**config.mk**
```make
export PLATFORM = sky130hd
export DESIGN_NAME = char_row_writer
export DESIGN_NICKNAME = d
export VERILOG_FILES = /design/src/rtl/char_row_writer_pkg.sv /design/src/rtl/char_row_writer_fifo.sv /design/src/rtl/char_row_writer.sv
export SDC_FILE = /design/constraint.sdc
export NUM_CORES = 1
export LEC_CHECK = 0
export CORE_ASPECT_RATIO = 0.9
export CORE_MARGIN = 2
export CORE_UTILIZATION = 45
export CTS_BUF_LIST = sky130_fd_sc_hd__clkbuf_16
export DETAILED_ROUTE_END_ITERATION = 7
export PLACE_DENSITY_LB_ADDON = 0.3
export SLEW_MARGIN = 40
export SYNTH_ARGS = -nofsm -noshare
export SYNTH_HDL_FRONTEND = slang
export SYNTH_SLANG_ARGS = --single-unit
```
**constraint.sdc**
```tcl
create_clock -name clk -period 3.85 [get_ports clk]
set_input_delay 0.77 -clock clk [delete_from_list [all_inputs] [get_ports clk]]
set_output_delay 0.77 -clock clk [all_outputs]
set_load 0.05 [all_outputs]
```
**src/rtl/char_row_writer_pkg.sv**
```systemverilog
// Shared constants and types for the character row path: serial frame layout,
// row-buffer field widths and the receiver state encoding.
package char_row_writer_pkg;

  // Serial frame layout: column address in the upper bits, character code below
  localparam int FRAME_W   = 10;
  localparam int ADDR_W    = 4;
  localparam int CHAR_W    = 6;
  localparam int ADDR_MSB  = 9;
  localparam int ADDR_LSB  = 6;
  localparam int CHAR_MSB  = 5;
  localparam int CHAR_LSB  = 0;
  localparam int BIT_CNT_W = 4;
  localparam int ENTRY_W   = ADDR_W + CHAR_W;

  typedef enum logic [1:0] {
    RX_IDLE,
    RX_SHIFT,
    RX_HOLD
  } rx_state_e;

  typedef struct packed {
    logic [ADDR_W-1:0] addr;
    logic [CHAR_W-1:0] code;
  } char_entry_t;

  // Split a received serial frame into its row-buffer fields
  function automatic char_entry_t frame_to_entry(input logic [FRAME_W-1:0] frame);
    char_entry_t e;
    e.addr = frame[ADDR_MSB:ADDR_LSB];
    e.code = frame[CHAR_MSB:CHAR_LSB];
    return e;
  endfunction

endpackage

```
**src/rtl/char_row_writer_fifo.sv**
```systemverilog
// Small synchronous FIFO holding pending row-buffer writes. A pop in the same
// cycle frees its slot for a simultaneous push, so a full FIFO still accepts a
// push when it is also being drained. Data is read from the head combinationally.
module char_write_fifo
  import char_row_writer_pkg::*;
#(
  parameter int DEPTH = 4,
  parameter int WIDTH = ENTRY_W
) (
  input  logic             clk,
  input  logic             rst_n,
  input  logic             push_i,
  input  logic             pop_i,
  input  logic [WIDTH-1:0] data_i,
  output logic [WIDTH-1:0] data_o,
  output logic             full_o,
  output logic             empty_o
);

  localparam int PTR_W = $clog2(DEPTH);
  localparam int CNT_W = $clog2(DEPTH) + 1;

  logic [WIDTH-1:0] mem_q [DEPTH];
  logic [PTR_W-1:0] wr_ptr_q;
  logic [PTR_W-1:0] rd_ptr_q;
  logic [CNT_W-1:0] count_q;
  logic             do_pop;
  logic             do_push;

  assign full_o  = (count_q == CNT_W'(DEPTH));
  assign empty_o = (count_q == '0);
  assign data_o  = mem_q[rd_ptr_q];
  assign do_pop  = pop_i && !empty_o;
  assign do_push = push_i && (!full_o || do_pop);

  // Storage array; contents are only meaningful between the pointers, so no reset
  always_ff @(posedge clk) begin
    if (do_push) begin
      mem_q[wr_ptr_q] <= data_i;
    end
  end

  // Pointers wrap naturally because DEPTH is a power of two
  always_ff @(posedge clk or negedge rst_n) begin
    if (!rst_n) begin
      wr_ptr_q <= '0;
      rd_ptr_q <= '0;
      count_q  <= '0;
    end else begin
      if (do_push) begin
        wr_ptr_q <= wr_ptr_q + 1'b1;
      end
      if (do_pop) begin
        rd_ptr_q <= rd_ptr_q + 1'b1;
      end
      case ({do_push, do_pop})
        2'b10:   count_q <= count_q + 1'b1;
        2'b01:   count_q <= count_q - 1'b1;
        default: count_q <= count_q;
      endcase
    end
  end

endmodule

```
**src/rtl/char_row_writer.sv**
```systemverilog
// Receives 10-bit serial frames from the microcontroller, queues them and
// writes them into the character row buffer only while the display is blanked.
module char_row_writer
  import char_row_writer_pkg::*;
#(
  parameter int NUM_COLS   = 15,
  parameter int FIFO_DEPTH = 4
) (
  input  logic              clk,
  input  logic              rst_n,
  input  logic              sclk,
  input  logic              sdata,
  input  logic              scs_n,
  input  logic              blank,
  output logic [CHAR_W-1:0] char_in,
  output logic [ADDR_W-1:0] address,
  output logic              write,
  output logic              pending,
  output logic              overflow,
  output logic              addr_err
);

  logic [1:0]           sclk_sync_q;
  logic [1:0]           sdata_sync_q;
  logic [1:0]           scs_sync_q;
  logic                 sclk_prev_q;
  logic                 sclk_rise;

  rx_state_e            state_q, state_d;
  logic [BIT_CNT_W-1:0] bit_cnt_q, bit_cnt_d;
  logic [FRAME_W-1:0]   shift_q, shift_d;
  logic                 overflow_q, overflow_d;
  logic                 addr_err_q, addr_err_d;
  logic [FRAME_W-1:0]   frame_next;
  char_entry_t          frame_entry;
  logic                 addr_ok;

  logic                 fifo_push;
  logic                 fifo_pop;
  logic                 fifo_full;
  logic                 fifo_empty;
  char_entry_t          fifo_head;

  logic                 write_q;
  logic [ADDR_W-1:0]    address_q;
  logic [CHAR_W-1:0]    char_q;

  // Bring the serial pins into the pixel clock domain; idle levels after reset
  always_ff @(posedge clk or negedge rst_n) begin
    if (!rst_n) begin
      sclk_sync_q  <= 2'b00;
      sdata_sync_q <= 2'b00;
      scs_sync_q   <= 2'b11;
      sclk_prev_q  <= 1'b0;
    end else begin
      sclk_sync_q  <= {sclk_sync_q[0], sclk};
      sdata_sync_q <= {sdata_sync_q[0], sdata};
      scs_sync_q   <= {scs_sync_q[0], scs_n};
      sclk_prev_q  <= sclk_sync_q[1];
    end
  end

  assign sclk_rise   = sclk_sync_q[1] && !sclk_prev_q;
  assign frame_next  = (shift_q << 1) | {{(FRAME_W-1){1'b0}}, sdata_sync_q[1]};
  assign frame_entry = frame_to_entry(frame_next);
  assign addr_ok     = (int'(frame_entry.addr) < NUM_COLS);
  assign fifo_pop    = blank && !fifo_empty;

  // Receiver state register and sticky error flags
  always_ff @(posedge clk or negedge rst_n) begin
    if (!rst_n) begin
      state_q    <= RX_IDLE;
      bit_cnt_q  <= '0;
      shift_q    <= '0;
      overflow_q <= 1'b0;
      addr_err_q <= 1'b0;
    end else begin
      state_q    <= state_d;
      bit_cnt_q  <= bit_cnt_d;
      shift_q    <= shift_d;
      overflow_q <= overflow_d;
      addr_err_q <= addr_err_d;
    end
  end

  // Frame assembly; the completed frame is pushed on the edge that takes the
  // last bit, and a simultaneous pop makes room in a full FIFO
  always_comb begin
    state_d    = state_q;
    bit_cnt_d  = bit_cnt_q;
    shift_d    = shift_q;
    overflow_d = overflow_q;
    addr_err_d = addr_err_q;
    fifo_push  = 1'b0;
    case (state_q)
      RX_IDLE: begin
        if (!scs_sync_q[1]) begin
          state_d   = RX_SHIFT;
          bit_cnt_d = '0;
        end
      end
      RX_SHIFT: begin
        if (scs_sync_q[1]) begin
          state_d = RX_IDLE;
        end else if (sclk_rise) begin
          shift_d   = frame_next;
          bit_cnt_d = bit_cnt_q + 1'b1;
          if (bit_cnt_q == BIT_CNT_W'(FRAME_W - 1)) begin
            state_d = RX_HOLD;
            if (!addr_ok) begin
              addr_err_d = 1'b1;
            end else if (fifo_full && !fifo_pop) begin
              overflow_d = 1'b1;
            end else begin
              fifo_push = 1'b1;
            end
          end
        end
      end
      RX_HOLD: begin
        if (scs_sync_q[1]) begin
          state_d = RX_IDLE;
        end
      end
      default: begin
        state_d = RX_IDLE;
      end
    endcase
  end

  char_write_fifo #(
    .DEPTH (FIFO_DEPTH),
    .WIDTH (ENTRY_W)
  ) u_fifo (
    .clk     (clk),
    .rst_n   (rst_n),
    .push_i  (fifo_push),
    .pop_i   (fifo_pop),
    .data_i  (frame_entry),
    .data_o  (fifo_head),
    .full_o  (fifo_full),
    .empty_o (fifo_empty)
  );

  // Drain one entry per blanked cycle; address and code hold between writes
  always_ff @(posedge clk or negedge rst_n) begin
    if (!rst_n) begin
      write_q   <= 1'b0;
      address_q <= '0;
      char_q    <= '0;
    end else begin
      write_q <= fifo_pop;
      if (fifo_pop) begin
        address_q <= fifo_head.addr;
        char_q    <= fifo_head.code;
      end
    end
  end

  assign write    = write_q;
  assign address  = address_q;
  assign char_in  = char_q;
  assign pending  = !fifo_empty;
  assign overflow = overflow_q;
  assign addr_err = addr_err_q;

endmodule

```
==> summary.md, run 1 <==
| Metric | Value |
|---|---|
| Outcome | `complete, no violations` |
| Cts bufs inserted | `9` |
| Distinct cells, synth | `38` |
| Fin crit share | `between 60% and 70%` |
| Clk sinks | `between 80 and 90` |
| Seq pwr share | `a little under half` |
| Port Buf Inserts | `19` |
| Total core area | `roughly 7000 sq um` |
| Vias per cell | `slightly above 5` |
| Leak | `about 1.5 nW` |
| NetSw | `between 0.0007 and 0.0008 W` |
| CP Data Arrival Time | `slightly below 3 ns` |
| H-tree Lvls | `3` |
| Final Slew Violations | `0` |
| Min cycle time layout | `between 2 and 3 ns` |
| Largest net degree at the start of global routing | `43` |
| GR Util All Layers | `between 10% and 20%` |
| R2R Path Start | `state_q[1]$_DFFE_PN0P_` |
| Post-synth EDFFs | `40` |
| Via count of the routed design | `roughly 1500` |
| Sequential fraction of the synthesis area | `69.1%` |
| Bufs and invs on worst path | `3` |
| Hold_sp | `sdata_sync_q[0]$_DFF_PN0_` |
| Worst path max stage delay | `about 0.5 ns` |
| Syn nets | `about 190` |
| Initial antenna violation count | `0` |
| Int Pwr | `around 0.0018 W` |
| Standard-cell rows | `29` |
| Crit-path slowest cell | `nor4b_2` |
| Pwr/cell area | `slightly below 700 nW/um^2` |
| Util after Layout | `54.0%` |
| Cell area after synthesis | `~3300 sq um` |
| DRC Markers | `0` |
| Crit path cell chain | `clkdlybuf4s50_1 -> nor4b_2 -> nor4_4 -> inv_1 -> ha_1 -> inv_1 -> fa_1 -> xor2_1 -> nor2_1 -> xor2_1` |
| DR WL/cell | `around 16 microns` |
| Mapped Avg Cell Area | `roughly 18 sq um` |
| Fill cell count | `586` |
| Cell accounting for the most synthesized area | `edfxtp_1` |
| Ys async rst share | `between 50% and 60%` |
| CP top delay family | `simple AND/OR/NAND/NOR gates` |
| WS Path Type | `input port to flip-flop` |
| Setup Fix Bufs, Post-CTS | `0` |
| Gate power share | `about a quarter` |
| Worst-Margin Slew | `between 0.7 and 0.8 ns` |
| Root buffer cell | `clkbuf_16` |
| Ratio of cells with drive above 1 in the final layout | `24.2%` |
| Switching portion of total power | `between 30% and 40%` |
| Slew Limit Headroom | `between 50% and 60%` |
| VDD IR max | `between 0.0002 and 0.0003 V` |
| Detailed Route WL | `around 4800 microns` |
| GPL Wtd Cong | `about 0.74` |
| Clock network fraction of total power | `roughly 29%` |
| Die area | `slightly below 8000 sq um` |
| Chip width | `~94 microns` |
| Clk_lat worst skew | `0.33 ns` |
| Die H | `between 80 and 90 microns` |
| Vias in the first global route | `approximately 1600` |
| IO Pins | `20` |
| Dpl hpwl | `between 3000 and 4000 microns` |
| Post-CTS sizing | `0` |
| CP Launch Point | `blank` |
| Primary FF master, synth | `edfxtp_1` |
| Final nets | `220` |
| Max-Cap Viols | `0` |
| Final Hold Fails | `0` |
| Maximum clock insertion buffer count | `2` |
| Worst-path clk slew | `around 0.060 ns` |
| TritonCTS clock tree | `built` |
| Hold_buf cts | `0` |
| Synth top area share | `a little under two fifths` |
| ANT nets after route | `0` |
| Worst hold path type | `flip-flop to flip-flop` |
| CP Max Fanout | `3` |
| Worst setup SP type | `input port` |
| Antenna diodes | `0` |
| First-pass GRT wire length | `about 8200 microns` |
| P&R area growth vs syn | `16.5%` |
| # setup viols final | `0` |
| Setup TNS | `0 ns` |
| Area contributors post-synth | `edfxtp_1, dfrtp_1, mux4_2` |
| Max frequency | `0.374 GHz` |
| RSZ-0062 raised after global routing | `false` |
| Synth Instances | `180` |
| Global route overflow | `0` |
| Seq cells post-synth | `between 80 and 90` |
| Starting DRT DRC Count | `55` |
| Worst path required time | `around 4 ns` |
| Initial Util | `a little under half` |
| Setup clock skew after layout | `between 0.003 and 0.004 ns` |
| Yosys warning count | `0` |
| Crit. End Element | `flip-flop` |
| Drt pass-1 iters | `4` |
==> per-stage QoR <==
| stage | worst slack, ns | std cells | total power (W) | hold slack [ns] | cell area [sq um] |
|---|---|---|---|---|---|
| CTS | 1.16 | 304 | 0.00261 | 0.349 | 3800 |
| finish | 1.18 | 304 | 0.00258 | 0.345 | 3800 |
| global route | 0.978 | 304 | 0.00270 | 0.364 | 3800 |
| global placement | 0.834 | 288 | 0.00185 | 0.333 | 3530 |
| detailed placement | 0.793 | 288 | 0.00187 | 0.336 | 3540 |
| floorplan | 1.35 | 180 | 0.00167 | 0.331 | 3260 |
==> Yosys cell counts, drive strengths merged (2+ instances only) <==
cell	count
nor2	5
and2	4
dfstp	2
edfxtp	40
a22o	2
ha	7
nand2	2
xnor2	3
nor4	2
inv	9
buf	4
xor2	3
mux4	10
o21ai	2
dfrtp	40
mux2	20
mux2i	2
or3	4
a21oi	3
a21o	2
or2	2
==> cell usage in the layout, fill, tap and decap left out, drive strengths merged, types with 3 or more instances in the layout <==
cell type | netlist | final
dfrtp | 40 | 40
and2 | 4 | 4
a21oi | 3 | 3
nor2 | 5 | 5
ha | 7 | 7
edfxtp | 40 | 40
clkdlybuf4s50 | 0 | 18
clkinv | 0 | 5
or3 | 4 | 4
inv | 9 | 9
mux4 | 10 | 10
mux2 | 20 | 20
clkbuf | 1 | 9
xor2 | 3 | 3
xnor2 | 3 | 3
==> flip-flops by register name (all words and copies together), names as in the netlist <==
register         cells
sclk_sync_q          2
write                1
u_fifo.mem_q        40
addr_err             1
sdata_sync_q         2
state_q              2
overflow             1
u_fifo.wr_ptr_q      2
u_fifo.count_q       3
u_fifo.rd_ptr_q      2
shift_q              9
scs_sync_q           2
char_in              6
bit_cnt_q            4
address              4
sclk_prev_q          1
==> layer usage <==
metal | GRT usage, % | share of wire (%) | vias to the layer above
li1 | - | - | 716
met1 | 17.9 | 45 | 785
met2 | 21.9 | 49 | 21
met3 | 5.12 | 4.1 | 10
met4 | 5.14 | 1.7 | 0
met5 | 0 | 0 | -
==> cells by family (layout without fill, tap and decap cells) <==
logic type | count (synthesis) | count (layout) | synth area share (%)
flops | 82 | 82 | 69.1
xor+xnor | 6 | 6 | 1.61
simple gates | 27 | 27 | 6.14
compound gates | 11 | 11 | 2.23
buf+inv | 14 | 45 | 2.11
fa+ha+maj | 8 | 8 | 3.30
mux | 32 | 32 | 15.5
==> worst reg2reg max path: cells and delay by family (launching register included) <==
family	cells	cell delay, ns
xor gates and xnor gates	2	0.27
adders and majority gates	2	0.39
buffers and inverters	2	0.15
DFF	1	0.40
and+or+nand+nor	3	1.05
==> power groups by stage <==
| stage | sequential [W] | clock, W | combinational (W) |
|---|---|---|---|
| floorplan | 0.00133 | 0 | 0.000332 |
| global placement | 0.00122 | 0 | 0.000638 |
| detailed placement | 0.00122 | 0 | 0.000648 |
| CTS | 0.00120 | 0.000761 | 0.000646 |
| global route | 0.00123 | 0.000792 | 0.000677 |
| finish | 0.00120 | 0.000743 | 0.000636 |
==> final cells by class <==
class | instances | area (sq um) | area share, %
tap | 93 | 116 | 3.06
inverter | 9 | 33.8 | 0.889
timing repair buffer | 20 | 195 | 5.14
multi-input combinational | 84 | 937 | 24.7
clock buffer | 9 | 225 | 5.93
clock inverter | 7 | 36.3 | 0.955
sequential | 82 | 2250 | 59.4
==> final timing paths <==
| path | endpoint | slack [ns] | depth (start not counted) |
|---|---|---|---|
| max | u_fifo.count_q[2]$_DFFE_PN0P_ | 1.18 | 10 |
| min | sdata_sync_q[1]$_DFF_PN0_ | 0.35 | 0 |
| max reg2reg | u_fifo.count_q[2]$_DFFE_PN0P_ | 1.48 | 9 |
| min reg2reg | sdata_sync_q[1]$_DFF_PN0_ | 0.35 | 0 |
| max in group asynchronous | scs_sync_q[1]$_DFF_PN1_ | 3.04 | 1 |
| min in group asynchronous | address[0]$_DFFE_PN0P_ | 0.43 | 1 |
(Power assumes the default switching activity.)
==> inputs of run 2 (changes only) <==
clock period = 2.7 ns   (was 3.85 ns; I/O delays follow)
==> run 2 against run 1 <==
  * Total power up 55%
  * Die area unchanged
  * First-iteration DRC count up 15%
  * Non-clock buffer count up 13
  * Final area up 4.4%
  * Count of clock-buffer cells in the layout unchanged
  * Setup slack worse by 0.86 ns
  * Flip-flop and latch count unchanged
==> summary.md, run 2 (synthesis gave the netlist of run 1 again) <==
| Metric | Value |
|---|---|
| Outcome | `complete, no violations (unchanged)` |
| Vias per cell | `4.97 (was 5.04)` |
| Final Hold Fails | `0 (unchanged)` |
| Setup clock skew after layout | `0.00382 ns (was 0.00391 ns)` |
| TritonCTS clock tree | `built (unchanged)` |
| Worst path max stage delay | `0.71 ns (was 0.50 ns)` |
| ANT nets after route | `0 (unchanged)` |
| RSZ-0062 raised after global routing | `false (unchanged)` |
| Dpl hpwl | `3240 microns (was 3000 microns)` |
| CP Max Fanout | `4 (was 3)` |
| GPL Wtd Cong | `0.685 (was 0.736)` |
| Die area | `7940 sq um (unchanged)` |
| Bufs and invs on worst path | `1 (was 3)` |
| Worst setup SP type | `flip-flop (was input port)` |
| CP Launch Point | `u_fifo.count_q[1]$_DFFE_PN0P_ (was blank)` |
| Fill cell count | `555 (was 586)` |
| Final Slew Violations | `0 (unchanged)` |
| Crit. End Element | `output pin (was flip-flop)` |
| Cts bufs inserted | `9 (unchanged)` |
| CP top delay family | `buffers and inverters (was simple AND/OR/NAND/NOR gates)` |
| Standard-cell rows | `29 (unchanged)` |
| Clk sinks | `82 (unchanged)` |
| Slew Limit Headroom | `54.5% (was 51.5%)` |
| DR WL/cell | `15.6 microns (was 15.8 microns)` |
| Port Buf Inserts | `19 (unchanged)` |
| Largest Register | `u_fifo.mem_q (unchanged)` |
| Starting DRT DRC Count | `63 (was 55)` |
| R2R setup slack | `0.35 ns (was 1.48 ns)` |
| Root buffer cell | `clkbuf_16 (unchanged)` |
| Die H | `84.8 microns (unchanged)` |
| Clk_lat worst skew | `0.33 ns (about the same)` |
| Hold_buf cts | `0 (unchanged)` |
| DRC Markers | `0 (unchanged)` |
| Post-CTS sizing | `0 (unchanged)` |
| Worst R2R Path Depth | `9 (unchanged)` |
| Initial Util | `46.3% (unchanged)` |
| Max-Cap Viols | `0 (unchanged)` |
| Worst-path clk slew | `0.06 ns (about the same)` |
| Crit path cell chain | `or3_1 -> clkdlybuf4s50_1 (was clkdlybuf4s50_1 -> nor4b_2 -> nor4_4 -> inv_1 -> ha_1 -> inv_1 -> fa_1 -> xor2_1 -> nor2_1 -> xor2_1)` |
| WS Path Type | `flip-flop to output pin (was input port to flip-flop)` |
| Crit-path slowest cell | `clkdlybuf4s50_1 (was nor4b_2)` |
| H-tree Lvls | `3 (unchanged)` |
| Largest net degree at the start of global routing | `27 (was 43)` |
| Chip width | `93.7 microns (unchanged)` |
| Max reg flops | `40 (unchanged)` |
| GR Util All Layers | `14.7% (was 14.0%)` |
| Worst-Margin Slew | `0.683 ns (was 0.728 ns)` |
| Fin crit share | `88.0%` |
| Min Hold Slack | `0.214 ns (was 0.345 ns)` |
| Maximum clock insertion buffer count | `2 (unchanged)` |
| Via count of the routed design | `1576 (was 1532)` |
| Pwr/cell area | `1010 nW/um^2 (was 678 nW/um^2)` |
| Max frequency | `about 0.42 GHz` |
| CP Depth | `2 (was 10)` |
| Leak | `1.62 nW (was 1.51 nW)` |
| Initial antenna violation count | `0 (unchanged)` |
| Worst hold path type | `input port to asynchronous set/reset pin (was flip-flop to flip-flop)` |
| CP Data Arrival Time | `1.84 ns (was 2.93 ns)` |
| P&R area growth vs syn | `21.6% (was 16.5%)` |
| Most frequent cells in the layout | `dfrtp_1, edfxtp_1, clkdlybuf4s50_1 (unchanged)` |
| Detailed Route WL | `4960 microns (was 4790 microns)` |
| First-pass GRT wire length | `8560 microns (was 8190 microns)` |
| VDD IR max | `0.000432 V (was 0.000252 V)` |
| Total core area | `7040 sq um (unchanged)` |
| Vias in the first global route | `1687 (was 1647)` |
| CP endpoint | `pending (was u_fifo.count_q[2]$_DFFE_PN0P_)` |
| Final nets | `233 (was 220)` |
| Drt pass-1 iters | `4 (unchanged)` |
| Min cycle time layout | `2.38 ns` |
| Antenna diodes | `0 (unchanged)` |
| Reg2Reg Capture Point | `u_fifo.count_q[2]$_DFFE_PN0P_ (unchanged)` |
| Global route overflow | `0 (unchanged)` |
| # setup viols final | `0 (unchanged)` |
| Setup TNS | `0 ns (unchanged)` |
| Setup Fix Bufs, Post-CTS | `0 (unchanged)` |
| Worst path required time | `2.16 ns (was 4.11 ns)` |
| IO Pins | `20 (unchanged)` |
| Ratio of cells with drive above 1 in the final layout | `29.5% (was 24.2%)` |
| R2R Path Start | `state_q[1]$_DFFE_PN0P_ (unchanged)` |
run 2: cell count changes in the layout (fill, tap and decap cells not counted):
cell and change:
clkinv_1 -3, inv_1 +1, buf_2 +1, clkinv_2 +1, bufinv_16 +3, clkinvlp_4 -2, buf_4 +12
run 2: metal layers:
metal | GRT usage (%) | wire length [microns]
met1 | 19.5 | 2230
met2 | 22.4 | 2420
met3 | 5.92 | 241
met4 | 4.74 | 74
met5 | 0 | 0
run 2: how the worst min path moves through the flow:
stage                                      to  slack (ns)  depth (start not counted)
floorplan                addr_err$_DFFE_PN0P_        0.24                          0
CTS                    address[0]$_DFFE_PN0P_        0.25                          1
global placement    sdata_sync_q[1]$_DFF_PN0_        0.33                          0
finish                 address[0]$_DFFE_PN0P_        0.21                          1
detailed placement  sdata_sync_q[1]$_DFF_PN0_        0.33                          0
global route           address[0]$_DFFE_PN0P_        0.27                          1
run 2: power by group:
| group | total (W) | switching (W) | internal [W] |
|---|---|---|---|
| Combinational | 0.000937 | 0.000482 | 0.000456 |
| Sequential | 0.00171 | 0.000206 | 0.00150 |
| Clock | 0.00134 | 0.000451 | 0.000894 |
run 2: metrics by stage:
step	std cells	area, sq um	total power, W	setup slack [ns]	util, %
3_5_place_dp	301	3630	0.00268	-0.00923	51.6
4_1_cts	317	3970	0.00403	0.301	56.3
6_report	317	3970	0.00399	0.323	56.3
2_1_floorplan	180	3260	0.00238	0.404	-
3_3_place_gp	301	3630	0.00266	0.102	51.6
5_1_grt	317	3970	0.00418	0.194	56.3
run 2: cell type report:
cell class                      instances  area, sq um  area share (%)
Sequential cell                        82         2250            56.8
Multi-Input combinational cell         84          937            23.6
Timing Repair Buffer                   33          290            7.32
Clock buffer                            9          225            5.68
Tap cell                               93          116            2.93
Clock inverter                          7          109            2.74
Inverter                                9         33.8           0.852
==> inputs of run 3 (changes only) <==
ABC_AREA = 1   (was not set)
==> run 3 against run 2 <==
  * Clock power fell by 13%
  * Cell count rose by 36%
  * Via count rose by 30%
==> summary.md, run 3 <==
| Metric | Value |
|---|---|
| Outcome | `complete, no violations (unchanged)` |
| Crit path cell chain | `clkdlybuf4s50_1 -> inv_1 -> nand3_1 -> nand3_4 -> ha_1 -> inv_1 -> fa_1 -> a21oi_1 -> o21ai_0 -> xor2_1 (was or3_1 -> clkdlybuf4s50_1)` |
| Setup Fix Bufs, Post-CTS | `0 (unchanged)` |
| Maximum clock insertion buffer count | `2 (unchanged)` |
| Seq cells post-synth | `82 (unchanged)` |
| Synth top area share | `35.6% (was 36.8%)` |
| Post-synth EDFFs | `40 (unchanged)` |
| Worst-path clk slew | `0.06 ns (about the same)` |
| Clock network fraction of total power | `29.8% (was 33.7%)` |
| Final Hold Fails | `0 (unchanged)` |
| Most Frequent Cell on Critical Path | `inv_1` |
| # setup viols final | `0 (unchanged)` |
| Final instance area | `3960 sq um (was 3970 sq um)` |
| Fill cell count | `603 (was 555)` |
| Synth top cells by count | `nand2_1, nor2_1, dfrtp_1, edfxtp_1, inv_1 (was dfrtp_1, edfxtp_1, mux2_2, mux4_2)` |
| IO Pins | `20 (unchanged)` |
| Gate power share | `29.4% (was 23.5%)` |
| H-tree Lvls | `3 (unchanged)` |
| Yosys warning count | `0 (unchanged)` |
| Most common cell in the synthesized netlist | `nand2_1` |
| Largest Register | `u_fifo.mem_q (unchanged)` |
| Switching portion of total power | `34.7% (was 28.5%)` |
| Final Power | `0.00394 W (was 0.00399 W)` |
| Post-CTS sizing | `0 (unchanged)` |
| Vias per cell | `4.75 (was 4.97)` |
| Final nets | `347 (was 233)` |
| Via count of the routed design | `2046 (was 1576)` |
| Slew Limit Headroom | `67.0% (was 54.5%)` |
| Fin crit share | `82.6% (was 88.0%)` |
| Clk_lat worst skew | `0.33 ns (about the same)` |
| Most frequent cells in the layout | `nand2_1, nor2_1, dfrtp_1, edfxtp_1, inv_1 (was dfrtp_1, edfxtp_1, clkdlybuf4s50_1)` |
| Vias in the first global route | `1945 (was 1687)` |
| Multi-input gate area | `936 sq um (was 937 sq um)` |
| Sequential fraction of the synthesis area | `66.8% (was 69.1%)` |
| First-pass GRT wire length | `9780 microns (was 8560 microns)` |
| Setup clock skew after layout | `0.00792 ns (was 0.00382 ns)` |
| Worst hold path type | `input port to asynchronous set/reset pin (unchanged)` |
| Syn nets | `318 (was 194)` |
| Initial antenna violation count | `0 (unchanged)` |
| Cell area after synthesis | `3370 sq um (was 3260 sq um)` |
| Die area | `8210 sq um (was 7940 sq um)` |
| Worst path max stage delay | `0.44 ns (was 0.71 ns)` |
| Cell accounting for the most synthesized area | `edfxtp_1 (unchanged)` |
| Max frequency | `0.448 GHz (was 0.421 GHz)` |
| Ratio of cells with drive above 1 in the final layout | `10.7% (was 29.5%)` |
| Worst-Margin Slew | `0.494 ns (was 0.683 ns)` |
| Hold_buf cts | `0 (unchanged)` |
| ANT nets after route | `0 (unchanged)` |
| Dpl hpwl | `3660 microns (was 3240 microns)` |
| Mapped Avg Cell Area | `11.1 sq um (was 18.1 sq um)` |
| Root buffer cell | `clkbuf_16 (unchanged)` |
| Area contributors post-synth | `edfxtp_1, dfrtp_1, nand2_1 (was edfxtp_1, dfrtp_1, mux4_2)` |
| Int Pwr | `0.00257 W (was 0.00285 W)` |
| Max-Cap Viols | `0 (unchanged)` |
| Crit. End Element | `flip-flop (was output pin)` |
| Ys async rst share | `51.2% (unchanged)` |
| Worst path required time | `2.91 ns (was 2.16 ns)` |
| Distinct cells, synth | `29 (was 38)` |
| Min cycle time layout | `2.23 ns (was 2.38 ns)` |
| DRC Markers | `0 (unchanged)` |
| Largest net degree at the start of global routing | `24 (was 27)` |
| Standard-cell rows | `29 (unchanged)` |
| Cts bufs inserted | `9 (unchanged)` |
| Drt pass-1 iters | `4 (unchanged)` |
| Primary FF master, synth | `edfxtp_1 (unchanged)` |
| VDD IR max | `0.000424 V (was 0.000432 V)` |
| Die H | `86.1 microns (was 84.8 microns)` |
| Most common cell after layout, fill and taps aside | `nand2_1` |
| Synth Instances | `304 (was 180)` |
| Crit-path slowest cell | `fa_1 (was clkdlybuf4s50_1)` |
| Sequential cell area | `2250 sq um (unchanged)` |
| Min Hold Slack | `0.171 ns (was 0.214 ns)` |
| NetSw | `0.00137 W (was 0.00114 W)` |
| Leak | `1.74 nW (was 1.62 nW)` |
| CP Max Fanout | `8 (was 4)` |
| Global route overflow | `0 (unchanged)` |
| Chip width | `95.3 microns (was 93.7 microns)` |
| TritonCTS clock tree | `built (unchanged)` |
| Setup TNS | `0 ns (unchanged)` |
| Worst setup SP type | `input port (was flip-flop)` |
| CP top delay family | `adder cells (was buffers and inverters)` |
| Bufs and invs on worst path | `3 (was 1)` |
| Antenna diodes | `0 (unchanged)` |
| Starting DRT DRC Count | `65 (was 63)` |
| CP Data Arrival Time | `2.44 ns (was 1.84 ns)` |
| Util after Layout | `55.5% (was 56.3%)` |
| WS Path Type | `input port to flip-flop (was flip-flop to output pin)` |
| GPL Wtd Cong | `0.771 (was 0.685)` |
| GR Util All Layers | `15.9% (was 14.7%)` |
| Max reg flops | `40 (unchanged)` |
| Clk sinks | `82 (unchanged)` |
| Final Slew Violations | `0 (unchanged)` |
| DR WL/cell | `13.3 microns (was 15.6 microns)` |
| P&R area growth vs syn | `17.5% (was 21.6%)` |
| Pwr/cell area | `993 nW/um^2 (was 1010 nW/um^2)` |
| Seq pwr share | `40.9% (was 42.8%)` |
| Initial Util | `47.2% (was 46.3%)` |
| Total core area | `7150 sq um (was 7040 sq um)` |
| Port Buf Inserts | `19 (unchanged)` |
| RSZ-0062 raised after global routing | `false (unchanged)` |
| Detailed Route WL | `5710 microns (was 4960 microns)` |
| Dpl cell area | `3680 sq um (was 3630 sq um)` |
[run 3: final timing paths]
check | from | cells after the start | slack (ns) | end
min in group clk | sclk_sync_q[0]$_DFF_PN0_ | 0 | 0.35 | sclk_sync_q[1]$_DFF_PN0_
worst max-delay path | blank | 10 | 0.47 | u_fifo.count_q[2]$_DFFE_PN0P_
worst min-delay path | rst_n | 1 | 0.17 | char_in[2]$_DFFE_PN0P_
worst max register to register | shift_q[8]$_DFFE_PN0P_ | 10 | 0.49 | u_fifo.count_q[2]$_DFFE_PN0P_
worst min register to register | sclk_sync_q[0]$_DFF_PN0_ | 0 | 0.35 | sclk_sync_q[1]$_DFF_PN0_
max in group asynchronous | rst_n | 2 | 1.80 | scs_sync_q[0]$_DFF_PN1_
[run 3: cell families (layout without fill, tap and decap cells)]
logic type | after synthesis | after routing | share of synthesized area (%)
AND/OR/NAND/NOR | 124 | 124 | 16.3
flip-flops | 82 | 82 | 66.8
AO/OA/AOI/OAI | 44 | 44 | 7.20
buffers and inverters | 42 | 76 | 5.42
adder cells (fa/ha/maj) | 8 | 8 | 3.19
XOR/XNOR | 4 | 4 | 1.04
[run 3: cell type report]
cell class                 instances  share of cell area, %
timing repair buffer              27                   6.19
multi-input combinational        180                   23.6
tap                               93                   2.94
sequential                        82                   56.9
clock buffer                       9                   5.68
clock inverter                     7                   1.58
inverter                          33                   3.13
[run 3: power groups by stage]
stage                     Sequential [W]  Combinational [W]  Clock, W
after floorplan                  0.00187           0.000597         0
after global placement           0.00162            0.00114         0
after detailed placement         0.00163            0.00116         0
after CTS                        0.00161            0.00117   0.00119
after global routing             0.00163            0.00128   0.00124
final                            0.00161            0.00116   0.00117
[run 3: metrics by stage]
step	worst slack (ns)	instances
after floorplan	0.618	304
after global placement	0.180	415
after detailed placement	0.144	415
after CTS	0.473	431
after global routing	0.345	431
final	0.469	431
[run 3: worst register-to-register path, cell delays in order (launching register included)]
cell     delay (ns)
dfrtp_1        0.44
nand2_1        0.09
nor2_1         0.28
nor2_4         0.10
nand3_4        0.11
ha_1           0.15
inv_1          0.07
fa_1           0.44
a21oi_1        0.16
o21ai_0        0.11
xor2_1         0.15
[run 3: routing by layer]
layer,vias to the layer above,GRT usage [%],wire (microns)
met2,43,23.5,2570
met1,947,22.2,2740
met3,8,5.98,330
met4,0,4.61,65
met5,-,0,0
li1,1048,-,-
